File: src/rtl/trap_collect.sv
// trap_collect
//   Upstream feeder for the exception unit. Carries decode-detected exception
//   flags and the PC through the DE and EM pipeline registers. Merges them
//   with memory-stage access faults and a synchronised external interrupt.
//   Emits one prioritised, registered, one-cycle trap report, then ignores
//   further events until the exception unit has finished its sequence.
//
// Ports
//   clk, rst               clock; asynchronous active-high reset
//   stall                  holds the DE/EM flag registers
//   flush_DE, flush_EM     clear the matching flag register (flush beats stall)
//   id_valid, id_pc        decode slot holds a real instruction, and its PC
//   id_illegal/ecall/mret  decode-detected conditions
//   mem_valid_in           memory-stage slot is not a bubble
//   mem_l_fault/s_fault    load/store access fault of the EM instruction
//   irq_async, mie         external interrupt (async level), mstatus.MIE
//   busy                   exception unit sequence active
//   illegal_inst, ecall_m, mret, l_access_fault, s_access_fault, interrupt
//                          registered one-hot report, high for one cycle
//   epc_cur, epc_next      PC of the reported instruction and PC+4
//   irq_pending            latched interrupt awaiting report

module trap_collect #(
  parameter int SYNC_STAGES = 2
) (
  input  logic        clk,
  input  logic        rst,
  input  logic        stall,
  input  logic        flush_DE,
  input  logic        flush_EM,
  input  logic        id_valid,
  input  logic [31:0] id_pc,
  input  logic        id_illegal,
  input  logic        id_ecall,
  input  logic        id_mret,
  input  logic        mem_valid_in,
  input  logic        mem_l_fault,
  input  logic        mem_s_fault,
  input  logic        irq_async,
  input  logic        mie,
  input  logic        busy,
  output logic        illegal_inst,
  output logic        ecall_m,
  output logic        mret,
  output logic        l_access_fault,
  output logic        s_access_fault,
  output logic        interrupt,
  output logic [31:0] epc_cur,
  output logic [31:0] epc_next,
  output logic        irq_pending
);

  // Bit positions inside the one-hot report vector.
  localparam int B_ILL  = 0;
  localparam int B_ECL  = 1;
  localparam int B_MRET = 2;
  localparam int B_LF   = 3;
  localparam int B_SF   = 4;
  localparam int B_INT  = 5;

  typedef enum logic [1:0] {
    IDLE      = 2'd0,
    REPORT    = 2'd1,
    WAIT_BUSY = 2'd2,
    WAIT_DONE = 2'd3
  } state_t;

  // ---------------------------------------------------------------------
  // DE / EM pipeline registers
  // ---------------------------------------------------------------------
  logic        de_valid_q, de_valid_d;
  logic [31:0] de_pc_q, de_pc_d;
  logic        de_ill_q, de_ill_d;
  logic        de_ecl_q, de_ecl_d;
  logic        de_mret_q, de_mret_d;

  logic        em_valid_q, em_valid_d;
  logic [31:0] em_pc_q, em_pc_d;
  logic        em_ill_q, em_ill_d;
  logic        em_ecl_q, em_ecl_d;
  logic        em_mret_q, em_mret_d;

  always_comb begin
    de_valid_d = de_valid_q;
    de_pc_d    = de_pc_q;
    de_ill_d   = de_ill_q;
    de_ecl_d   = de_ecl_q;
    de_mret_d  = de_mret_q;
    if (flush_DE) begin
      // PC is left as is; it is meaningless once valid is cleared.
      de_valid_d = 1'b0;
      de_ill_d   = 1'b0;
      de_ecl_d   = 1'b0;
      de_mret_d  = 1'b0;
    end else if (!stall) begin
      de_valid_d = id_valid;
      de_pc_d    = id_pc;
      de_ill_d   = id_illegal & id_valid;
      de_ecl_d   = id_ecall & id_valid;
      de_mret_d  = id_mret & id_valid;
    end
  end

  always_comb begin
    em_valid_d = em_valid_q;
    em_pc_d    = em_pc_q;
    em_ill_d   = em_ill_q;
    em_ecl_d   = em_ecl_q;
    em_mret_d  = em_mret_q;
    if (flush_EM) begin
      em_valid_d = 1'b0;
      em_ill_d   = 1'b0;
      em_ecl_d   = 1'b0;
      em_mret_d  = 1'b0;
    end else if (!stall) begin
      em_valid_d = de_valid_q;
      em_pc_d    = de_pc_q;
      em_ill_d   = de_ill_q;
      em_ecl_d   = de_ecl_q;
      em_mret_d  = de_mret_q;
    end
  end

  always_ff @(posedge clk or posedge rst) begin
    if (rst) begin
      de_valid_q <= 1'b0;
      de_pc_q    <= '0;
      de_ill_q   <= 1'b0;
      de_ecl_q   <= 1'b0;
      de_mret_q  <= 1'b0;
      em_valid_q <= 1'b0;
      em_pc_q    <= '0;
      em_ill_q   <= 1'b0;
      em_ecl_q   <= 1'b0;
      em_mret_q  <= 1'b0;
    end else begin
      de_valid_q <= de_valid_d;
      de_pc_q    <= de_pc_d;
      de_ill_q   <= de_ill_d;
      de_ecl_q   <= de_ecl_d;
      de_mret_q  <= de_mret_d;
      em_valid_q <= em_valid_d;
      em_pc_q    <= em_pc_d;
      em_ill_q   <= em_ill_d;
      em_ecl_q   <= em_ecl_d;
      em_mret_q  <= em_mret_d;
    end
  end

  // ---------------------------------------------------------------------
  // Interrupt synchroniser, edge detector and pending latch
  // ---------------------------------------------------------------------
  logic [SYNC_STAGES-1:0] sync_q, sync_d;
  logic                   sync_prev_q, sync_prev_d;
  logic                   irq_pending_q, irq_pending_d;
  logic                   irq_rise;
  logic                   irq_clr;

  assign sync_d[0] = irq_async;
  generate
    for (genvar gi = 1; gi < SYNC_STAGES; gi++) begin : g_sync
      assign sync_d[gi] = sync_q[gi-1];
    end
  endgenerate

  assign sync_prev_d = sync_q[SYNC_STAGES-1];
  assign irq_rise    = sync_q[SYNC_STAGES-1] & ~sync_prev_q;
  // A new rising edge wins over a clear issued on the same edge.
  assign irq_pending_d = irq_rise | (irq_pending_q & ~irq_clr);

  always_ff @(posedge clk or posedge rst) begin
    if (rst) begin
      sync_q        <= '0;
      sync_prev_q   <= 1'b0;
      irq_pending_q <= 1'b0;
    end else begin
      sync_q        <= sync_d;
      sync_prev_q   <= sync_prev_d;
      irq_pending_q <= irq_pending_d;
    end
  end

  // ---------------------------------------------------------------------
  // Candidate selection: fixed priority, interrupt only on a clean slot
  // ---------------------------------------------------------------------
  logic       cand;
  logic [5:0] sel;

  always_comb begin
    sel  = '0;
    cand = em_valid_q & mem_valid_in;
    if (cand) begin
      if (em_ill_q)                  sel[B_ILL]  = 1'b1;
      else if (em_ecl_q)             sel[B_ECL]  = 1'b1;
      else if (mem_l_fault)          sel[B_LF]   = 1'b1;
      else if (mem_s_fault)          sel[B_SF]   = 1'b1;
      else if (em_mret_q)            sel[B_MRET] = 1'b1;
      else if (irq_pending_q && mie) sel[B_INT]  = 1'b1;
    end
  end

  // ---------------------------------------------------------------------
  // Report FSM
  // ---------------------------------------------------------------------
  state_t      state_q, state_d;
  logic        wb_cnt_q, wb_cnt_d;
  logic [5:0]  flags_q, flags_d;
  logic [31:0] epc_cur_q, epc_cur_d;
  logic [31:0] epc_next_q, epc_next_d;

  always_comb begin
    state_d    = state_q;
    wb_cnt_d   = wb_cnt_q;
    flags_d    = '0;         // report is a single-cycle pulse
    epc_cur_d  = epc_cur_q;
    epc_next_d = epc_next_q;
    irq_clr    = 1'b0;
    unique case (state_q)
      IDLE: begin
        if (|sel) begin
          flags_d    = sel;
          epc_cur_d  = em_pc_q;
          epc_next_d = em_pc_q + 32'd4;
          irq_clr    = sel[B_INT];
          state_d    = REPORT;
        end
      end
      REPORT: begin
        wb_cnt_d = 1'b0;
        state_d  = WAIT_BUSY;
      end
      WAIT_BUSY: begin
        // Give the exception unit two cycles to acknowledge with busy.
        if (busy)          state_d = WAIT_DONE;
        else if (wb_cnt_q) state_d = IDLE;
        else               wb_cnt_d = 1'b1;
      end
      WAIT_DONE: begin
        if (!busy) state_d = IDLE;
      end
      default: state_d = IDLE;
    endcase
  end

  always_ff @(posedge clk or posedge rst) begin
    if (rst) begin
      state_q    <= IDLE;
      wb_cnt_q   <= 1'b0;
      flags_q    <= '0;
      epc_cur_q  <= 32'd0;
      epc_next_q <= 32'd4;
    end else begin
      state_q    <= state_d;
      wb_cnt_q   <= wb_cnt_d;
      flags_q    <= flags_d;
      epc_cur_q  <= epc_cur_d;
      epc_next_q <= epc_next_d;
    end
  end

  assign illegal_inst   = flags_q[B_ILL];
  assign ecall_m        = flags_q[B_ECL];
  assign mret           = flags_q[B_MRET];
  assign l_access_fault = flags_q[B_LF];
  assign s_access_fault = flags_q[B_SF];
  assign interrupt      = flags_q[B_INT];
  assign epc_cur        = epc_cur_q;
  assign epc_next       = epc_next_q;
  assign irq_pending    = irq_pending_q;

endmodule
File: config.mk
export PLATFORM = sky130hd
export DESIGN_NAME = trap_collect
export DESIGN_NICKNAME = d
export VERILOG_FILES = /design/src/rtl/trap_collect.sv
export SDC_FILE = /design/constraint.sdc
export NUM_CORES = 1
export LEC_CHECK = 0
export CELL_PAD_IN_SITES_DETAIL_PLACEMENT = 1
export CELL_PAD_IN_SITES_GLOBAL_PLACEMENT = 1
export CORE_MARGIN = 5
export CORE_UTILIZATION = 41
export DETAILED_ROUTE_END_ITERATION = 16
export GPL_TIMING_DRIVEN = 0
export PLACE_DENSITY = 0.84
export SLEW_MARGIN = 40
export SYNTH_ARGS = -nofsm -noshare
export SYNTH_HDL_FRONTEND = slang
export SYNTH_SLANG_ARGS = --single-unit
File: constraint.sdc
create_clock -name clk -period 6.7 [get_ports clk]
set_clock_uncertainty 0.2 [all_clocks]
set_input_delay 1.34 -clock clk [delete_from_list [all_inputs] [get_ports clk]]
set_output_delay 1.34 -clock clk [all_outputs]
set_load 0.02 [all_outputs]
* Yosys cells after proc, flatten, opt, wreduce, memory -nomap -nowiden *
Index checks and enable logic that the tools add are counted.

operators by class
  $add $sub $neg = 1
  equal/unequal tests = 9
  muxes and demuxes = 41
  bitwise operators = 12
  reduce and logical (&&, ||, !) cells = 9

operators with widths
  cell                   number
  $add 32x3->32 const B  1
  $mux 1                 29
  $mux 6                 3
  $mux 2                 5
  $pmux 2 s4             1
  $reduce_and 2->1       4
  $and 1x1->1            6
  $ne 2x2->1 const B     3
  $reduce_or 6->1        1
  $mux 5                 1
  $not 1->1              5
  $eq 2x2->1 const B     2
  $mux 4                 1
  $ne 2x1->1 const B     2
  $ne 3x3->1 const B     1
  $reduce_and 3->1       1
  $eq 2x1->1 const B     1
  $logic_not 2->1        1
  $pmux 1 s2             1
  $reduce_bool 2->1      1
  $logic_and 1x1->1      1
  $or 1x1->1             1

word-level totals
  flip-flop bits (word level) = 149
  input bits = 47
  word-level logic and storage cells = 90

* Depth between registers and ports, before layout *
Gate-level depths: netlist of the first run.

  depth after elaboration = 14
  gate-level depth with buffers = 7
  gate-level depth less buffers = 6

* Worst setup path before layout of the first run *
OpenSTA, ideal clock, no wires.

  kind = in2reg
  from = input port mem_valid_in
  to = register epc_next_q[10], in the netlist epc_next[10]
  arrival time = 2.401 ns
  required time = 6.363 ns
  path slack = 3.962 ns
  stages on the path = 6
  path buffers = 3
  cells stage by stage = nand3_1 -> a31oi_1 -> buf_2 -> buf_2 -> buf_1 -> a21oi_1

on the way
  longest elaborated chain between the ends = 4

ends and longest elaborated chain
  item                               line  RTL
  start: declaration                 36    input logic mem_valid_in,
  $and 1x1->1                        191   cand = em_valid_q & mem_valid_in;
  $mux 6                             192   if (cand) begin
  $reduce_or 6->1                    220   if (|sel) begin
  $reduce_and 2->1 (no source line)  n/a
  end signal: assignment             257   epc_next_q <= epc_next_d;
  end: declaration                   209   logic [31:0] epc_next_q, epc_next_d;

No other way between the ends.
A chain may end at the register's enable or synchronous reset.

* Worst setup path after layout of the first run *
  from = input port mem_valid_in
  to = register epc_next_q[12], in the netlist epc_next[12]

Same word-level chain as after synthesis.

==> results of run 1 <==
## cell usage in the layout, fill, tap and decap left out, types with 3 or more instances in the layout
cell type and n:
dfrtp_1 146, clkdlybuf4s50_1 117, mux2_2 96, nor2_1 52, a21oi_1 30, clkbuf_16 17, xor2_1 15, clkbuf_1 15
nand2_1 12, xnor2_1 11, nand3_1 10, nand4_1 9, clkinv_2 6, buf_2 5, buf_1 5, inv_1 5
o21ai_0 5, nor3_1 4, and3_1 4, mux2i_1 4, a31oi_1 3, and4_1 3
## worst paths after layout
check | startpoint | end | slack [ps] | cells after the start
hold reg to reg | sync_q[0] | sync_q[1] | 150 | 0
min in group asynchronous | rst | epc_cur[5] | 1120 | 2
hold / removal | sync_q[0] | sync_q[1] | 150 | 0
setup reg to reg | em_pc_q[3] | epc_next[28] | 4010 | 6
max in group asynchronous | rst | em_pc_q[30] | 4600 | 3
setup / recovery | mem_valid_in | epc_next[12] | 3290 | 7
## where the power goes
group | switching, mW | internal, mW
logic | 0.449 | 0.492
clock network | 0.343 | 0.512
registers | 0.201 | 1.13
total | 0.993 | 2.14
## worst max-delay path, stage by stage
cell and delay, ps:
clkdlybuf4s50_1 460, nand3_1 150, a31oi_1 280, buf_2 310, buf_2 300, buf_1 460
a21oi_1 160
## sequential cells by signal, indices dropped and copies added (netlist names)
name         cells
wb_cnt_q         1
irq_pending      1
em_ecl_q         1
de_ill_q         1
de_pc_q         32
flags_q          6
de_valid_q       1
de_ecl_q         1
em_ill_q         1
em_mret_q        1
epc_cur         32
de_mret_q        1
epc_next        30
em_valid_q       1
sync_q           2
state_q          2
em_pc_q         32
sync_prev_q      1
## cell type report
type,count,share of cell area [%]
Timing Repair Buffer,119,15.5
Multi-Input combinational cell,278,27.1
Clock buffer,23,5.78
Inverter,6,0.379
Clock inverter,7,0.758
Tap cell,184,2.90
Buffer,22,1.22
Sequential cell,147,46.4
## cell families after synthesis
group	Yosys count	share of synthesized area, %
compound gates	42	3.79
xor+xnor	26	3.83
fa+ha+maj	1	0.210
buf+inv	28	2.00
flops	147	61.9
mux	100	18.9
simple gates	109	9.43
## metrics by stage
step | hold slack, ps | std cells
floorplan | 131 | 453
global placement | 134 | 754
detailed placement | 144 | 756
CTS | 157 | 786
global route | 165 | 786
finish | 152 | 786
## layer usage
layer	vias to the layer above	GRT usage, %	wire length [microns]
met3	16	4.15	608
li1	1847	-	-
met1	2055	22.4	6110
met4	0	5.87	172
met2	81	36.2	8640
met5	-	0	0
==> load_flow_metrics.sql, run 1 <==
INSERT INTO impl_metrics (metric_group, metric, value, unit) VALUES
('grt', 'global_route.overflow_total', '0', ''),
('power', 'power.total', '3.13', 'mW'),
('cells_and_area', 'multi_input_area', '0.00215', 'sq mm'),
('cells_and_area', 'layout.cell_area.non_filler', '0.00793', 'sq mm'),
('routing', 'drt-pass1-iter-count', '4', ''),
('hold_path', 'min_path_type', 'reg -> reg', ''),
('routing', 'drt.antenna.violating_nets', '0', ''),
('cells_and_area', 'flow.area_growth_from_synthesis', '33.3', '%'),
('clock_network', 'post_cts.resized_instances', '0', ''),
('yosys', 'synth-edff-count', '0', ''),
('yosys', 'sequential_fraction_of_the_synthesis_area', '61.9', '%'),
('die', 'start_util', '41.4', '%'),
('worst_setup_path', 'worstPathMaxFanout', '10', ''),
('grt', 'grt_antenna_before_repair', '0', ''),
('yosys', 'synth.net_count', '501', ''),
('routing', 'wl', '15500', 'microns'),
('die', 'chipHeight', '130', 'microns'),
('sta', 'tns', '0', 'ps'),
('yosys', 'yosys-top-cells-area', 'dfrtp_1 (61%), mux2_2 (18%), nor2_1 (3.3%), a21oi_1 (2.5%), xor2_1 (2.2%)', ''),
('clock_network', 'clkSinkCount', '147', ''),
('sta', 'grt_setup_unrepaired', 'no', ''),
('sta', 'report.final.setup_viol', '0', ''),
('clock_network', 'post_cts_buffers', '0', ''),
('sta', 'final-max-slew-violation-count', '0', ''),
('sta', 'layout_min_cycle_time', '3410', 'ps'),
('routing', 'number_of_remaining_drc_errors', '0', ''),
('cells_and_area', 'fillCellCount', '1450', ''),
('job', 'max-cap-violations', '0', ''),
('worst_setup_path', 'setup.worst_path.class', 'in -> reg', ''),
('power', 'leakage', '3.40', 'nW'),
('clock_network', 'clk_transition_reported_paths', '60', 'ps'),
('cells_and_area', 'sequential_cell_area', '0.00368', 'sq mm'),
('sta', 'post_route_fraction_of_the_period_consumed_by_the_critical_path', '50.9', '%'),
('die', 'core', '0.0144', 'sq mm'),
('clock_network', 'tritoncts.num_buffers', '17', ''),
('outcome', 'run_status', 'finished, final reports clean', ''),
('yosys', 'ys_ff_latch', '147', ''),
('yosys', 'synth_ff_type', 'dfrtp_1', ''),
('yosys', 'async_reset_ff_share', '100', '%'),
('yosys', 'mappedNetlistArea', '0.00595', 'sq mm'),
('grt', 'grt_util_all_layers', '19.4', '%'),
('clock_network', 'ctsHoldBuffers', '0', ''),
('yosys', 'leading_cell_types_by_count_after_synthesis', 'dfrtp_1 (146), mux2_2 (96), nor2_1 (52), a21oi_1 (30), xor2_1 (15)', ''),
('die', 'rows', '44', ''),
('clock_network', 'cts-root-to-sink-buffers', '2', ''),
('worst_setup_path', 'critPathRequiredTime', '6760', 'ps'),
('placed_design', 'placement.setup.worst_slack', '2830', 'ps'),
('placed_design', 'detailed_place.area', '0.00741', 'sq mm'),
('grt', 'global_route_wire_length_before_repair', '25000', 'microns'),
('routing', 'num_vias', '3999', ''),
('placed_design', 'post-dp-hpwl', '11100', 'microns'),
('yosys', 'synth_top_area_cell', 'dfrtp_1', ''),
('yosys', 'syn_area_per_cell', '13.1', 'sq um'),
('yosys', 'yosys_warnings', '0', ''),
('sta', 'worst_pin_slew', '768', 'ps'),
('grt', 'grt_start_max_net_pins', '54', ''),
('die', 'num_io_pins', '118', ''),
('cells_and_area', 'nNetsFinal', '639', ''),
('sta', 'achievable-frequency', '0.293', 'GHz'),
('grt', 'first_global_vias', '4635', ''),
('placed_design', 'gp_routability_congestion', '0.759', ''),
('cells_and_area', 'post_route_cells_drive_above_1_share', '22.6', '%'),
('sta', 'final.setup.worst_slack', '3290', 'ps'),
('yosys', 'netlist.area_leader.share', '61.4', '%'),
('clock_network', 'tritoncts_clock_tree', 'yes', ''),
('die', 'die_area', '0.0170', 'sq mm'),
('worst_setup_path', 'timing.critical_path.arrival', '3470', 'ps'),
('clock_network', 'cts_root_buf', 'clkbuf_16', ''),
('sta', 'final-hold-violation-count', '0', ''),
('power', 'power_per_cell_area', '395', 'mW/mm^2'),
('yosys', 'synth.distinct_cells', '37', '');
No activity file was read; power rests on OpenSTA's default activity.
==> inputs of run 2 (changes only) <==
- CORE_UTILIZATION: 41 -> 37
- PLACE_DENSITY: 0.84 -> 0.8
- clock period: 6.7 -> 2.9 ns (I/O delays scaled with it)
==> run 2 against run 1 <==
Against the previous run:
- clock-buffer cell count decreased by 6
- hold slack improved by 19 ps
- worst setup slack got worse by 3000 ps
- sequential power increased by 130%
- global-route usage decreased by 2.0 points
- critical path depth unchanged
- routed wire length decreased by 0.39%
- combinational power increased by 130%
- first-iteration DRC count increased by 51%
- utilization decreased by 3.9 points
- die area increased by 10%
==> load_flow_metrics.sql, run 2 (same netlist as run 1, synthesis figures left out) <==
INSERT INTO impl_metrics (metric_group, metric, value, unit) VALUES
('outcome', 'run_status', 'finished, final reports clean', ''),
('die', 'num_io_pins', '118', ''),
('power', 'peakVddDrop', '0.481', 'mV'),
('hold_path', 'holdCritStartpoint', 'sync_q[0]', ''),
('routing', 'vias_per_cell', '4.94', ''),
('worst_setup_path', 'worst_r2r_startpoint', 'state_q[1]', ''),
('cells_and_area', 'flow.area_growth_from_synthesis', '36.5', '%'),
('worst_setup_path', 'critPathLaunchType', 'input port', ''),
('worst_setup_path', 'worstPathMaxFanout', '10', ''),
('die', 'start_util', '37.6', '%'),
('routing', 'drt-pass1-iter-count', '4', ''),
('worst_setup_path', 'setup.worst_path.class', 'in -> reg', ''),
('worst_setup_path', 'critPathMostFrequentCell', 'buf_2', ''),
('clock_network', 'cts_root_buf', 'clkbuf_16', ''),
('routing', 'drt.antenna.violating_nets', '0', ''),
('sta', 'post_route_fraction_of_the_period_consumed_by_the_critical_path', '91.0', '%'),
('worst_setup_path', 'crit_path_top_delay_cell', 'clkdlybuf4s50_1', ''),
('die', 'die_w', '137', 'microns'),
('power', 'power.total', '7.47', 'mW'),
('grt', 'grt_util_all_layers', '17.4', '%'),
('die', 'core', '0.0158', 'sq mm'),
('die', 'die_area', '0.0187', 'sq mm'),
('die', 'chipHeight', '137', 'microns'),
('clock_network', 'post_cts_buffers', '0', ''),
('hold_path', 'min_path_type', 'reg -> reg', ''),
('sta', 'grt_setup_unrepaired', 'no', ''),
('sta', 'slew-limit-headroom', '51.1', '%'),
('worst_setup_path', 'cpPeakStageDelay', '470', 'ps'),
('sta', 'final-hold-violation-count', '0', ''),
('clock_network', 'clk_transition_reported_paths', '60', 'ps'),
('clock_network', 'cts-htree-levels', '4', ''),
('clock_network', 'ctsHoldBuffers', '0', ''),
('grt', 'global_route.overflow_total', '0', ''),
('cells_and_area', 'insertedDiodeCount', '0', ''),
('clock_network', 'tritoncts.num_buffers', '17', ''),
('power', 'power_per_cell_area', '920', 'mW/mm^2'),
('grt', 'global_route_wire_length_before_repair', '24800', 'microns'),
('worst_setup_path', 'critical_path.top_delay_family', 'buffers and inverters', ''),
('cells_and_area', 'layout_commonest_cell', 'dfrtp_1', ''),
('grt', 'first_global_vias', '4596', ''),
('worst_setup_path', 'timing.critical_path.arrival', '2710', 'ps'),
('sta', 'worst_pin_slew', '734', 'ps'),
('routing', 'number_of_remaining_drc_errors', '0', ''),
('worst_setup_path', 'critPathRequiredTime', '2970', 'ps'),
('cells_and_area', 'fin_cells', '824', ''),
('clock_network', 'clkSinkCount', '147', ''),
('clock_network', 'tritoncts_clock_tree', 'yes', ''),
('cells_and_area', 'most-common-layout-cells', 'dfrtp_1 (146), clkdlybuf4s50_1 (117), mux2_2 (96), nor2_1 (52), a21oi_1 (30)', ''),
('sta', 'hold-worst-slack', '170', 'ps'),
('job', 'max-cap-violations', '0', ''),
('grt', 'grt_antenna_before_repair', '0', ''),
('sta', 'final.setup.worst_slack', '262', 'ps'),
('routing', 'wl', '15500', 'microns'),
('clock_network', 'post_cts.resized_instances', '0', ''),
('placed_design', 'dpl.cell_count', '792', ''),
('grt', 'grt_start_max_net_pins', '28', ''),
('die', 'rows', '46', ''),
('routing', 'detail_route.wl_per_cell', '18.8', 'microns'),
('worst_setup_path', 'worst_path_cell_chain', 'clkdlybuf4s50_1 -> nand3_1 -> a31oi_1 -> buf_2 -> buf_2 -> buf_1 -> a21oi_1', ''),
('power', 'leakage', '3.46', 'nW'),
('worst_setup_path', 'cp-end-kind', 'register', ''),
('placed_design', 'gp_routability_congestion', '0.761', ''),
('placed_design', 'placement.setup.worst_slack', '-215', 'ps'),
('clock_network', 'cts-root-to-sink-buffers', '2', ''),
('sta', 'achievable-frequency', '0.379', 'GHz'),
('placed_design', 'numPortBuffers', '117', ''),
('placed_design', 'detailed_place.area', '0.00751', 'sq mm'),
('sta', 'final-max-slew-violation-count', '0', ''),
('worst_setup_path', 'cp_num_buf_inv', '4', ''),
('placed_design', 'post-dp-hpwl', '11300', 'microns'),
('sta', 'layout_min_cycle_time', '2640', 'ps'),
('routing', 'drt_iter0_drc', '142', ''),
('routing', 'num_vias', '4073', ''),
('cells_and_area', 'post_route_cells_drive_above_1_share', '24.2', '%'),
('clock_network', 'clkLatencyLatePin', '410', 'ps'),
('sta', 'report.final.setup_viol', '0', ''),
('worst_setup_path', 'cp-startpoint', 'mem_valid_in', ''),
('cells_and_area', 'nNetsFinal', '643', ''),
('cells_and_area', 'layout.cell_area.non_filler', '0.00811', 'sq mm');
-- run 2: cell type report --
type / instances / area [sq um]
Sequential cell: 147 / 3680
Multi-Input combinational cell: 278 / 2160
Clock buffer: 17 / 425
Tap cell: 216 / 270
Buffer: 22 / 96.3
Clock inverter: 15 / 166
Fill cell: 1615 / 7710
Timing Repair Buffer: 123 / 1290
Inverter: 6 / 26.3
-- run 2: worst paths after layout --
kind | end | slack, ps | cells past startpoint
setup / recovery | epc_next[13] | 260 | 7
min in group asynchronous | sync_q[1] | 340 | 2
max in group asynchronous | em_pc_q[16] | 1250 | 5
hold reg to reg | sync_q[1] | 170 | 0
hold / removal | sync_q[1] | 170 | 0
setup reg to reg | epc_next[13] | 290 | 7
-- run 2: routing by layer --
layer / track usage, % / vias up / wire, microns
met4: 5.15 / 0 / 125
met1: 20.3 / 2104 / 6330
li1: - / 1869 / -
met5: 0 / - / 0
met2: 31.5 / 86 / 8350
met3: 4.34 / 14 / 668
-- run 2: power breakdown --
part / leakage [nW] / switching [mW] / internal [mW]
logic: 1.34 / 1.04 / 1.14
registers: 1.83 / 0.462 / 2.61
clock network: 0.280 / 0.866 / 1.34
-- run 2: through the flow --
| step | utilization, % | TNS (ps) |
|---|---|---|
| floorplan | - | 0 |
| global placement | 46.7 | -139920 |
| detailed placement | 47.5 | -4310 |
| CTS | 51.2 | 0 |
| global route | 51.3 | 0 |
| finish | 51.3 | 0 |
==> inputs of run 3 (changes only) <==
- CORE_MARGIN: 5 -> 8
- SETUP_SLACK_MARGIN: default -> 0.4
==> run 3 against run 2 <==
Against the previous run:
- routed wire length up 5.5%
- critical endpoint is now de_pc_q[14]
- worst setup slack better by 250 ps
- maximum frequency up 10%
- via count up 0.59%
- cell count up 0.49%
- hold slack worse by 14 ps
- utilization up 1.2 points
- highest routed layer unchanged
- sequential share of layout area down 0.87 points
- clock power up 7%
- combinational power about the same
==> load_flow_metrics.sql, run 3 (same netlist as run 1, synthesis figures left out) <==
INSERT INTO impl_metrics (metric_group, metric, value, unit) VALUES
('worst_setup_path', 'critPathRequiredTime', '3000', 'ps'),
('cells_and_area', 'most-common-layout-cells', 'dfrtp_1 (146), clkdlybuf4s50_1 (117), mux2_2 (96), nor2_1 (51), a21oi_1 (30)', ''),
('routing', 'wl', '16300', 'microns'),
('die', 'rows', '46', ''),
('worst_setup_path', 'cp-end-kind', 'register', ''),
('worst_setup_path', 'critPathLaunchType', 'input port', ''),
('sta', 'layout_min_cycle_time', '2390', 'ps'),
('sta', 'achievable-frequency', '0.418', 'GHz'),
('grt', 'first_global_vias', '4749', ''),
('clock_network', 'cts-htree-levels', '4', ''),
('grt', 'global_route.overflow_total', '0', ''),
('placed_design', 'detailed_place.area', '0.00758', 'sq mm'),
('grt', 'grt_start_max_net_pins', '27', ''),
('cells_and_area', 'nNetsFinal', '648', ''),
('routing', 'drt-pass1-iter-count', '4', ''),
('routing', 'detail_route.wl_per_cell', '19.7', 'microns'),
('grt', 'grt_util_all_layers', '17.1', '%'),
('clock_network', 'tritoncts_clock_tree', 'yes', ''),
('power', 'leakage', '3.56', 'nW'),
('cells_and_area', 'insertedDiodeCount', '0', ''),
('power', 'seqPwrFrac', '40.2', '%'),
('clock_network', 'ctsHoldBuffers', '0', ''),
('clock_network', 'clk_transition_reported_paths', '60', 'ps'),
('job', 'max-cap-violations', '0', ''),
('clock_network', 'clkSinkCount', '147', ''),
('cells_and_area', 'post_route_cells_drive_above_1_share', '26.0', '%'),
('sta', 'grt_setup_unrepaired', 'no', ''),
('power', 'intPower', '5.32', 'mW'),
('worst_setup_path', 'setup.worst_path.class', 'in -> reg', ''),
('routing', 'vias_per_cell', '4.95', ''),
('clock_network', 'cts-root-to-sink-buffers', '2', ''),
('placed_design', 'placement.setup.worst_slack', '-198', 'ps'),
('die', 'die_w', '143', 'microns'),
('clock_network', 'cts_root_buf', 'clkbuf_16', ''),
('die', 'chipHeight', '143', 'microns'),
('worst_setup_path', 'crit_path_top_delay_cell', 'clkbuf_1', ''),
('placed_design', 'numPortBuffers', '117', ''),
('placed_design', 'post-dp-hpwl', '12000', 'microns'),
('power', 'total_switching_power', '2.34', 'mW'),
('placed_design', 'dpl.cell_count', '793', ''),
('power', 'power_switching_share', '30.6', '%'),
('die', 'die_area', '0.0204', 'sq mm'),
('worst_setup_path', 'timing.critical_path.arrival', '2490', 'ps'),
('sta', 'worst_pin_slew', '746', 'ps'),
('grt', 'grt_antenna_before_repair', '0', ''),
('grt', 'global_route_wire_length_before_repair', '26600', 'microns'),
('hold_path', 'min_path_type', 'reg -> reg', ''),
('clock_network', 'clkLatencyLatePin', '420', 'ps'),
('die', 'num_io_pins', '118', ''),
('cells_and_area', 'fillCellCount', '1660', ''),
('clock_network', 'tritoncts.num_buffers', '17', ''),
('cells_and_area', 'layout.core_utilization', '52.5', '%'),
('power', 'power.total', '7.66', 'mW'),
('sta', 'slew-limit-headroom', '50.2', '%'),
('cells_and_area', 'layout.cell_area.non_filler', '0.00827', 'sq mm'),
('power', 'power_per_cell_area', '926', 'mW/mm^2'),
('sta', 'tns', '0', 'ps'),
('routing', 'number_of_remaining_drc_errors', '0', ''),
('worst_setup_path', 'cpPeakStageDelay', '620', 'ps'),
('sta', 'hold-worst-slack', '156', 'ps'),
('outcome', 'run_status', 'finished, final reports clean', ''),
('power', 'share_clk_of_total_power', '30.9', '%'),
('cells_and_area', 'layout_commonest_cell', 'dfrtp_1', ''),
('sta', 'final.setup.worst_slack', '510', 'ps'),
('routing', 'num_vias', '4097', ''),
('cells_and_area', 'flow.area_growth_from_synthesis', '39.1', '%'),
('placed_design', 'gp_routability_congestion', '0.760', ''),
('sta', 'final-max-slew-violation-count', '0', ''),
('routing', 'drt_iter0_drc', '163', ''),
('sta', 'final-hold-violation-count', '0', ''),
('sta', 'report.final.setup_viol', '0', ''),
('die', 'core', '0.0158', 'sq mm'),
('routing', 'drt.antenna.violating_nets', '0', ''),
('sta', 'post_route_fraction_of_the_period_consumed_by_the_critical_path', '82.4', '%'),
('cells_and_area', 'fin_cells', '828', ''),
('die', 'start_util', '37.7', '%'),
('power', 'peakVddDrop', '0.422', 'mV'),
('worst_setup_path', 'worstPathMaxFanout', '10', ''),
('power', 'power.share.combinational', '28.8', '%'),
('worst_setup_path', 'worst_path_cell_chain', 'clkdlybuf4s50_1 -> nor2_1 -> clkbuf_1 -> mux2_2', '');
[run 3: metal layers]
metal  GRT usage (%)  wire (microns)
met5               0               0
met4            5.26             176
met3            5.21             782
met2            31.0            8890
met1            18.8            6470
[run 3: what timing repair did]
action	CTS	global route
resized for setup	5	6
setup buffers	2	2
endpoints found under the setup margin	44	45
pin swaps	1	0
[run 3: power groups by stage]
stage / combinational, mW / sequential (mW) / clock [mW]
after floorplan: 0.712 / 3.42 / 0
after global placement: 2.12 / 3.07 / 0
after detailed placement: 2.24 / 3.12 / 0
after CTS: 2.25 / 3.09 / 2.43
after global routing: 2.37 / 3.17 / 2.52
final: 2.21 / 3.08 / 2.37
[run 3: path summary, 6_finish.rpt]
kind | startpoint | to | slack (ps) | cells after the start
max reg2reg | state_q[1] | epc_cur[21] | 510 | 6
min in group asynchronous | rst | sync_q[0] | 260 | 2
max | flush_DE | de_pc_q[14] | 510 | 4
min reg2reg | sync_q[0] | sync_q[1] | 160 | 0
min | sync_q[0] | sync_q[1] | 160 | 0
max in group asynchronous | rst | de_pc_q[16] | 1500 | 5
[run 3: area by class of cell]
type / instances / area (sq um) / area share [%]
buffer: 22 / 108 / 1.30
clock buffer: 22 / 494 / 5.97
clock inverter: 9 / 150 / 1.81
inverter: 6 / 26.3 / 0.318
multi-input combinational: 278 / 2160 / 26.1
sequential: 147 / 3680 / 44.5
tap: 216 / 270 / 3.27
timing repair buffer: 128 / 1390 / 16.8
[run 3: worst max-delay path, delay by kind of cell]
kind / cells / cell delay (ps)
buffers and inverters: 2 / 1100
muxes: 1 / 420
and+or+nand+nor: 1 / 390
